$ cat src/rtl/mult_pkg.sv
// Shared multiplier widths: product width, final-adder segment width, stage count.
// Pure constants, no logic.
// Used by the compressor tree and the final carry-propagate adder.
package mult_pkg;
    localparam int PROD_WIDTH = 32;
    localparam int SEG_WIDTH  = 16;
    localparam int N_STAGES   = PROD_WIDTH / SEG_WIDTH;
endpackage

$ cat src/rtl/seg_adder.sv
// One carry-propagate segment of the final adder.
// Latency: combinational.
// Backpressure: none (pure datapath).
module seg_adder #(
    parameter int W = 16
) (
    input  logic [W-1:0] a,
    input  logic [W-1:0] b,
    input  logic         cin,
    output logic [W-1:0] sum,
    output logic         cout
);
    assign {cout, sum} = {1'b0, a} + {1'b0, b} + (W + 1)'(cin);
endmodule

$ cat src/rtl/wallace_final_adder.sv
// Segmented pipelined adder of the compressor-tree sum/carry rows; WALLACE_FINAL_ADDER_SKID_EN adds an input skid.
// Latency: WIDTH/SEG register stages (one segment of the carry chain per stage).
// Backpressure: whole pipeline holds while out_valid && !out_ready; skid build registers in_ready.
module wallace_final_adder
    import mult_pkg::*;
#(
    parameter int WIDTH = PROD_WIDTH,
    parameter int SEG   = SEG_WIDTH
) (
    input  logic             sys_clk,
    input  logic             sys_rst,
    input  logic             in_valid,
    output logic             in_ready,
    input  logic [WIDTH-1:0] row_s,
    input  logic [WIDTH-1:0] row_c,
    output logic             out_valid,
    input  logic             out_ready,
    output logic [WIDTH-1:0] product
);
    localparam int N = WIDTH / SEG;

    // Stage k registers: skewed rows, partial result (segments 0..k), carry out of segment k.
    logic [WIDTH-1:0] st_s  [N];
    logic [WIDTH-1:0] st_c  [N];
    logic [WIDTH-1:0] st_r  [N];
    logic             st_cy [N];
    logic             st_v  [N];

    logic [WIDTH-1:0] prev_s  [N];
    logic [WIDTH-1:0] prev_c  [N];
    logic [WIDTH-1:0] prev_r  [N];
    logic             prev_cy [N];
    logic             prev_v  [N];
    logic [SEG-1:0]   seg_sum [N];
    logic             seg_cout[N];
    logic [WIDTH-1:0] res_nxt [N];

    logic [WIDTH-1:0] src_s;
    logic [WIDTH-1:0] src_c;
    logic             src_v;
    logic             adv;

    assign adv = !st_v[N-1] || out_ready;

`ifdef WALLACE_FINAL_ADDER_SKID_EN
    logic             skid_v;
    logic [WIDTH-1:0] skid_s;
    logic [WIDTH-1:0] skid_c;
    logic             accept;

    assign in_ready = !skid_v;
    assign accept   = in_valid && !skid_v;
    // A parked word always enters the pipeline before anything new.
    assign src_v    = skid_v || accept;
    assign src_s    = skid_v ? skid_s : row_s;
    assign src_c    = skid_v ? skid_c : row_c;

    always_ff @(posedge sys_clk) begin
        if (sys_rst) begin
            skid_v <= 1'b0;
            skid_s <= '0;
            skid_c <= '0;
        end else if (adv) begin
            skid_v <= 1'b0;
        end else if (accept) begin
            skid_v <= 1'b1;
            skid_s <= row_s;
            skid_c <= row_c;
        end
    end
`else
    assign in_ready = adv;
    assign src_v    = in_valid;
    assign src_s    = row_s;
    assign src_c    = row_c;
`endif

    for (genvar k = 0; k < N; k++) begin : g_stage
        if (k == 0) begin : g_head
            assign prev_s[k]  = src_s;
            assign prev_c[k]  = src_c;
            assign prev_r[k]  = '0;
            assign prev_cy[k] = 1'b0;
            assign prev_v[k]  = src_v;
        end else begin : g_body
            assign prev_s[k]  = st_s[k-1];
            assign prev_c[k]  = st_c[k-1];
            assign prev_r[k]  = st_r[k-1];
            assign prev_cy[k] = st_cy[k-1];
            assign prev_v[k]  = st_v[k-1];
        end

        seg_adder #(.W(SEG)) u_add (
            .a    (prev_s[k][k*SEG +: SEG]),
            .b    (prev_c[k][k*SEG +: SEG]),
            .cin  (prev_cy[k]),
            .sum  (seg_sum[k]),
            .cout (seg_cout[k])
        );

        // Segment k of the partial result is still zero here, so OR-ing it in is enough.
        assign res_nxt[k] = prev_r[k] | (WIDTH'(seg_sum[k]) << (k * SEG));
    end

    always_ff @(posedge sys_clk) begin
        if (sys_rst) begin
            for (int k = 0; k < N; k++) begin
                st_v[k]  <= 1'b0;
                st_s[k]  <= '0;
                st_c[k]  <= '0;
                st_r[k]  <= '0;
                st_cy[k] <= 1'b0;
            end
        end else if (adv) begin
            for (int k = 0; k < N; k++) begin
                st_v[k]  <= prev_v[k];
                st_s[k]  <= prev_s[k];
                st_c[k]  <= prev_c[k];
                st_r[k]  <= res_nxt[k];
                st_cy[k] <= seg_cout[k];
            end
        end
    end

    // The last stage's rows and carry-out have no consumer: the sum wraps modulo 2^WIDTH.
    logic unused_tail;
    assign unused_tail = ^{st_s[N-1], st_c[N-1], st_cy[N-1]};

    assign out_valid = st_v[N-1];
    assign product   = st_r[N-1];
endmodule

$ cat config.mk
export PLATFORM = sky130hd
export DESIGN_NAME = wallace_final_adder
export DESIGN_NICKNAME = d
export VERILOG_FILES = /design/src/rtl/mult_pkg.sv /design/src/rtl/seg_adder.sv /design/src/rtl/wallace_final_adder.sv
export SDC_FILE = /design/constraint.sdc
export NUM_CORES = 1
export LEC_CHECK = 0
export BUFFER_PORTS_ARGS = -buffer_cell sky130_fd_sc_hd__buf_4
export CORE_MARGIN = 2
export CORE_UTILIZATION = 30
export CTS_CLUSTER_DIAMETER = 100
export DETAILED_ROUTE_END_ITERATION = 8
export PLACE_DENSITY = 0.47
export SLEW_MARGIN = 15
export SYNTH_ARGS = -nofsm -noshare
export SYNTH_HDL_FRONTEND = slang
export SYNTH_SLANG_ARGS = --single-unit
$ cat constraint.sdc
create_clock -name sys_clk -period 3.05 [get_ports sys_clk]
set_input_delay 0 -clock sys_clk [delete_from_list [all_inputs] [get_ports sys_clk]]
set_output_delay 0 -clock sys_clk [all_outputs]
set_load 0.01 [all_outputs]
Word-level counts from Yosys, hierarchy flattened --
Memories as Yosys holds them, arrays and structs flattened. Index checks and enable logic that the tools add are counted.
Word-level totals: register bits after elaboration 0, RAM bits 196, bits of input ports 68, output and inout port bits 34, logic and storage cells 36, memories 5
Memory list:
- st_c | depth 2, width 32, rd ports 1, clocked after Yosys merged registers in 0, wr ports 2, line wallace_final_adder.sv:24 | logic [WIDTH-1:0] st_c [N];
- st_r | depth 2, width 32, rd ports 2, clocked after Yosys merged registers in 0, wr ports 2, line wallace_final_adder.sv:25 | logic [WIDTH-1:0] st_r [N];
- st_s | depth 2, width 32, rd ports 1, clocked after Yosys merged registers in 0, wr ports 2, line wallace_final_adder.sv:23 | logic [WIDTH-1:0] st_s [N];
- st_cy | depth 2, width 1, rd ports 1, clocked after Yosys merged registers in 0, wr ports 2, line wallace_final_adder.sv:26 | logic st_cy [N];
- st_v | depth 2, width 1, rd ports 2, clocked after Yosys merged registers in 0, wr ports 2, line wallace_final_adder.sv:27 | logic st_v [N];
Cells by class: $add $sub $neg 3, mux-type cells 15, bitwise logic cells 11, reduce and logical (&&, ||, !) cells 2
Operators by type and width (count):
- $mux 32 | 6
- $add 16x16->17 | 2
- $or 32x32->32 | 1
- $add 17x1->17 | 1
- $or 1x1->1 | 10
- $mux 1 | 9
- $logic_not 1->1 | 1
- $logic_or 1x1->1 | 1

Longest topological paths before layout --
An unclocked memory read counts as a cell.
depth after elaboration 7, gate-level depth with buffers 9, mapped depth without buffers 9

Cells and area by module --
Synthesis repeated with hierarchy kept, for this count alone.
Second synthesis, totals: cells, all modules 378, area total of the unflattened synthesis 5049.8 sq um
Modules (own cells, without submodules):
- wallace_final_adder | times used 1, cells each 188, area an instance 3525.9 sq um
- seg_adder (g_stage[1].u_add) | times used 1, cells each 101, area an instance 790.8 sq um
- seg_adder (g_stage[0].u_add) | times used 1, cells each 89, area an instance 733.2 sq um

Least setup slack after synthesis --
Ideal clock, no wire load.
path kind register -> register, from memory st_cy[0], to memory st_r[0][58] (netlist name) (data pin), library setup time 0.266 ns, arrival time 1.921 ns, slack 0.863 ns, cell stages (with the launch flop) 10, buffers on the path 0, path through edfxtp_1 -> fa_1 -> inv_1 -> fa_1 -> nor2b_1 -> o2111ai_1 -> and3_1 -> o31ai_1 -> xnor2_1 -> nor2_1
RTL lines (line):
- start: declaration | wallace_final_adder.sv:26
- end: declaration | wallace_final_adder.sv:25

==> impl_metrics.csv <==
group,metric,value,unit
outcome,run_status,"finished, final reports clean",
global_routing,antenna_found_initial,0,
cts,clk_pin_slew,0.06,ns
pwr,peakVddDrop,0.2665,mV
run,drv_cap,0,
sta,rsz0062_at_grt,"false",
critical_path,r2r_slack,0.61,ns
routing,drtIter0Drc,163,
global_routing,grt_usage,0.1269,
pwr,intPower,2329,uW
critical_path,critPathLaunchType,"flop",
final_layout,drive_gt1_frac,0.2318,
die,fp.coreArea,14480,sq um
final_layout,nFillCells,1437,
placement,pre_cts_slack,0.6481,ns
critical_path,crit_top_cell,"fa_1",
critical_path,critical_path_class,"flop to flop",
final_layout,nets,619,
sta,slew_viol_final,0,
critical_path,cp-end-kind,"flop",
logic_synthesis,synthesis.area,4427,sq um
logic_synthesis,ys_types,39,
routing,post-route-drc-count,0,
pwr,power_density,508.3,nW/um^2
logic_synthesis,ys_ff_latch,83,
sta,finalSetupViolCount,0,
critical_path,cp_num_buf_inv,1,
pwr,power_switching,737.9,uW
global_routing,grt_pass1_vias,3236,
pwr,p_seq_frac,0.468,
placement,port_buffers,101,
global_routing,grt_max_degree,35,
die,initial_core_util,0.3057,
critical_path,crit_cells,9,
die,io_pins,102,
cts,clock-sinks,83,
min_path,min_path_type,"input port to flop",
sta,skew,0.006465,ns
sta,period_minus_slack,2.440,ns
sta,hold_viol,0,
sta,fmax,409.9,MHz
critical_path,critPathMaxStageDelay,0.37,ns
cts,insertion_delay,0.34,ns
logic_synthesis,avgSynthCellArea,11.65,sq um
critical_path,crit_fanout,4,
final_layout,finalInstanceArea,6035,sq um
cts,h-tree-depth,3,
pwr,pwr-share-clk,0.335,
routing,firstDrtPassIters,4,
cts,cts_made_buffers,9,
sta,fin_ws,0.6103,ns
critical_path,cp_slowest_cell,"fa_1",
die,die_h,125.5,um
cts,cts_buffer_depth,2,
final_layout,diodes,0,
sta,final.setup.tns,0,ns
critical_path,critPathTopFamily,"adder cells",
routing,dr_total_vias,3245,
sta,tightest_slew,0.6231,ns
die,num_rows,44,
pwr,combPwrFrac,0.197,
logic_synthesis,synthFlopType,"edfxtp_1",
logic_synthesis,ys_seq_area_frac,0.5630,
critical_path,critPathLaunch,"st_cy[0]",
placement,placed_area,5429,sq um
die,die_x,125.5,um
cts,cts_setup_buffers,0,
placement,hpwl,6.944,mm
logic_synthesis,synth_fp_nets,481,
pwr,power.leakage,0.002643,uW
sta,fin_crit_sh,0.7999,
logic_synthesis,netlist_instances,380,
critical_path,arrival,2.53,ns
final_layout,final_common_cell,"buf_4",
logic_synthesis,synth.area.top_cells,"edfxtp_1 (56%), ha_1 (8.5%), and2_1 (7.5%)",
critical_path,worstReg2RegEnd,"st_r[0][60]",
pwr,netSwitchingFraction,0.2406,
critical_path,critPathRequiredTime,3.14,ns
logic_synthesis,synth_warnings,0,
routing,wl,9.534,mm
final_layout,synthToLayoutAreaGrowth,36.32,%
global_routing,grt_pass1_wl,15.75,mm
die,dieArea,15740,sq um
sta,relSlewSlack,0.5846,
global_routing,grt_overflow,0,
final_layout,mostFrequentLayoutCells,"buf_4 (105), edfxtp_1 (83), and2_1 (53), nor2_1 (41), dlygate4sd3_1 (33)",
critical_path,crit_chain,"fa_1 > inv_1 > fa_1 > nor2b_1 > o2111ai_1 > and3_1 > o31ai_1 > xnor2_1 > nor2_1",
critical_path,crit_path_end,"st_r[0][60]",
logic_synthesis,synth_top_area_share,0.5630,
logic_synthesis,async_flop_share,0,
placement,gp_congestion,0.8165,
critical_path,r2r_cells,9,
cts,tritoncts,"built",
routing,antenna_left,0,
logic_synthesis,yosysTopAreaCell,"edfxtp_1",
cts,cts_root_buffer,"clkbuf_16",
critical_path,r2r_start,"st_cy[0]",
routing,viasPerCell,4.596,
logic_synthesis,synth-edff-count,83,
routing,routedWlPerCell,13.50,um
area by class of cell:
type | instances | area (sq um) | area share
repair buffers | 139 | 1139 | 0.1887
clock inverters | 4 | 42.54 | 0.007050
flip-flops and latches | 83 | 2492 | 0.4130
multi-input cells | 276 | 1864 | 0.3089
well taps | 184 | 230.2 | 0.03815
inverters | 9 | 33.78 | 0.005598
clock buffers | 11 | 232.7 | 0.03857
power by group through the flow:
stage | Combinational [uW] | Sequential (uW) | Clock, uW
floorplan | 320 | 1470 | 0
global placement | 575 | 1460 | 0
detailed placement | 578 | 1460 | 0
CTS | 614 | 1440 | 1060
global route | 678 | 1450 | 1090
finish | 605 | 1440 | 1030
metrics by stage:
stage / util / hold WS [ns] / instances / power [uW]
after floorplan: - / 0.1647 / 380 / 1794
after global placement: 0.3750 / 0.2808 / 658 / 2035
after detailed placement: 0.3750 / 0.2830 / 658 / 2038
after CTS: 0.4168 / 0.04278 / 706 / 3109
after global routing: 0.4168 / 0.05685 / 706 / 3219
final: 0.4168 / 0.04945 / 706 / 3067
how the worst min path moves through the flow:
stage               from           to  slack (ns)  depth (start not counted)
2_1_floorplan  out_ready     in_ready        0.16                          1
3_3_place_gp   row_s[26]  st_s[0][26]        0.28                          2
3_5_place_dp   row_s[26]  st_s[0][26]        0.28                          2
4_1_cts         row_c[0]   st_r[0][0]        0.04                          3
5_1_grt         row_c[0]   st_r[0][0]        0.06                          3
6_report        row_c[0]   st_r[0][0]        0.05                          3
worst min-delay path, cell delays in order:
cell	delay, ns
buf_4	0.08
ha_1	0.10
and2_1	0.10
what timing repair did:
item / CTS / global route
hold buffers: 33 / 0
gates resized for setup: 0 / 0
endpoints found under the setup margin: 0 / 0
hold endpoints to repair: 33 / 0
registers in the layout (all words and copies together), names as in the netlist:
signal / cells
st_v: 2
st_c: 16
st_cy: 1
st_r: 48
st_s: 16
cells in the mapped netlist, types with 2 or more instances:
master    count
a21oi_1      15
nor2_1       41
o211ai_1      3
buf_1         2
ha_1         30
and3_1        2
o21ai_0      12
a31oi_1       2
nand4_1       5
o21ai_1       6
or2_2         2
a221o_1       2
inv_1         9
nor3_1       14
nand3_1       3
xnor2_1      10
a21o_1        8
a211oi_1      7
o21a_1        7
nand2b_1      4
edfxtp_1     83
fa_1          3
clkbuf_1      9
nand2_1      21
nor2b_1       3
xor2_1        9
o31ai_1       2
and2_1       53
o21bai_1      3
metal layers:
metal  GRT usage  part of all wire  vias up
met5           0                 0        -
met4     0.05882             0.022        0
met3     0.02525             0.039       14
met2      0.1962              0.45       70
met1      0.1719              0.49     1504
li1            -                 -     1657
cells by family after synthesis:
family / Yosys count / share of synthesized area
xor+xnor: 19 / 0.03759
simple gates: 150 / 0.1721
compound gates: 73 / 0.1085
fa+ha+maj: 33 / 0.09836
mux: 1 / 0.002261
buf+inv: 21 / 0.01809
flops: 83 / 0.5630
Power figures use the tool's default switching activity.
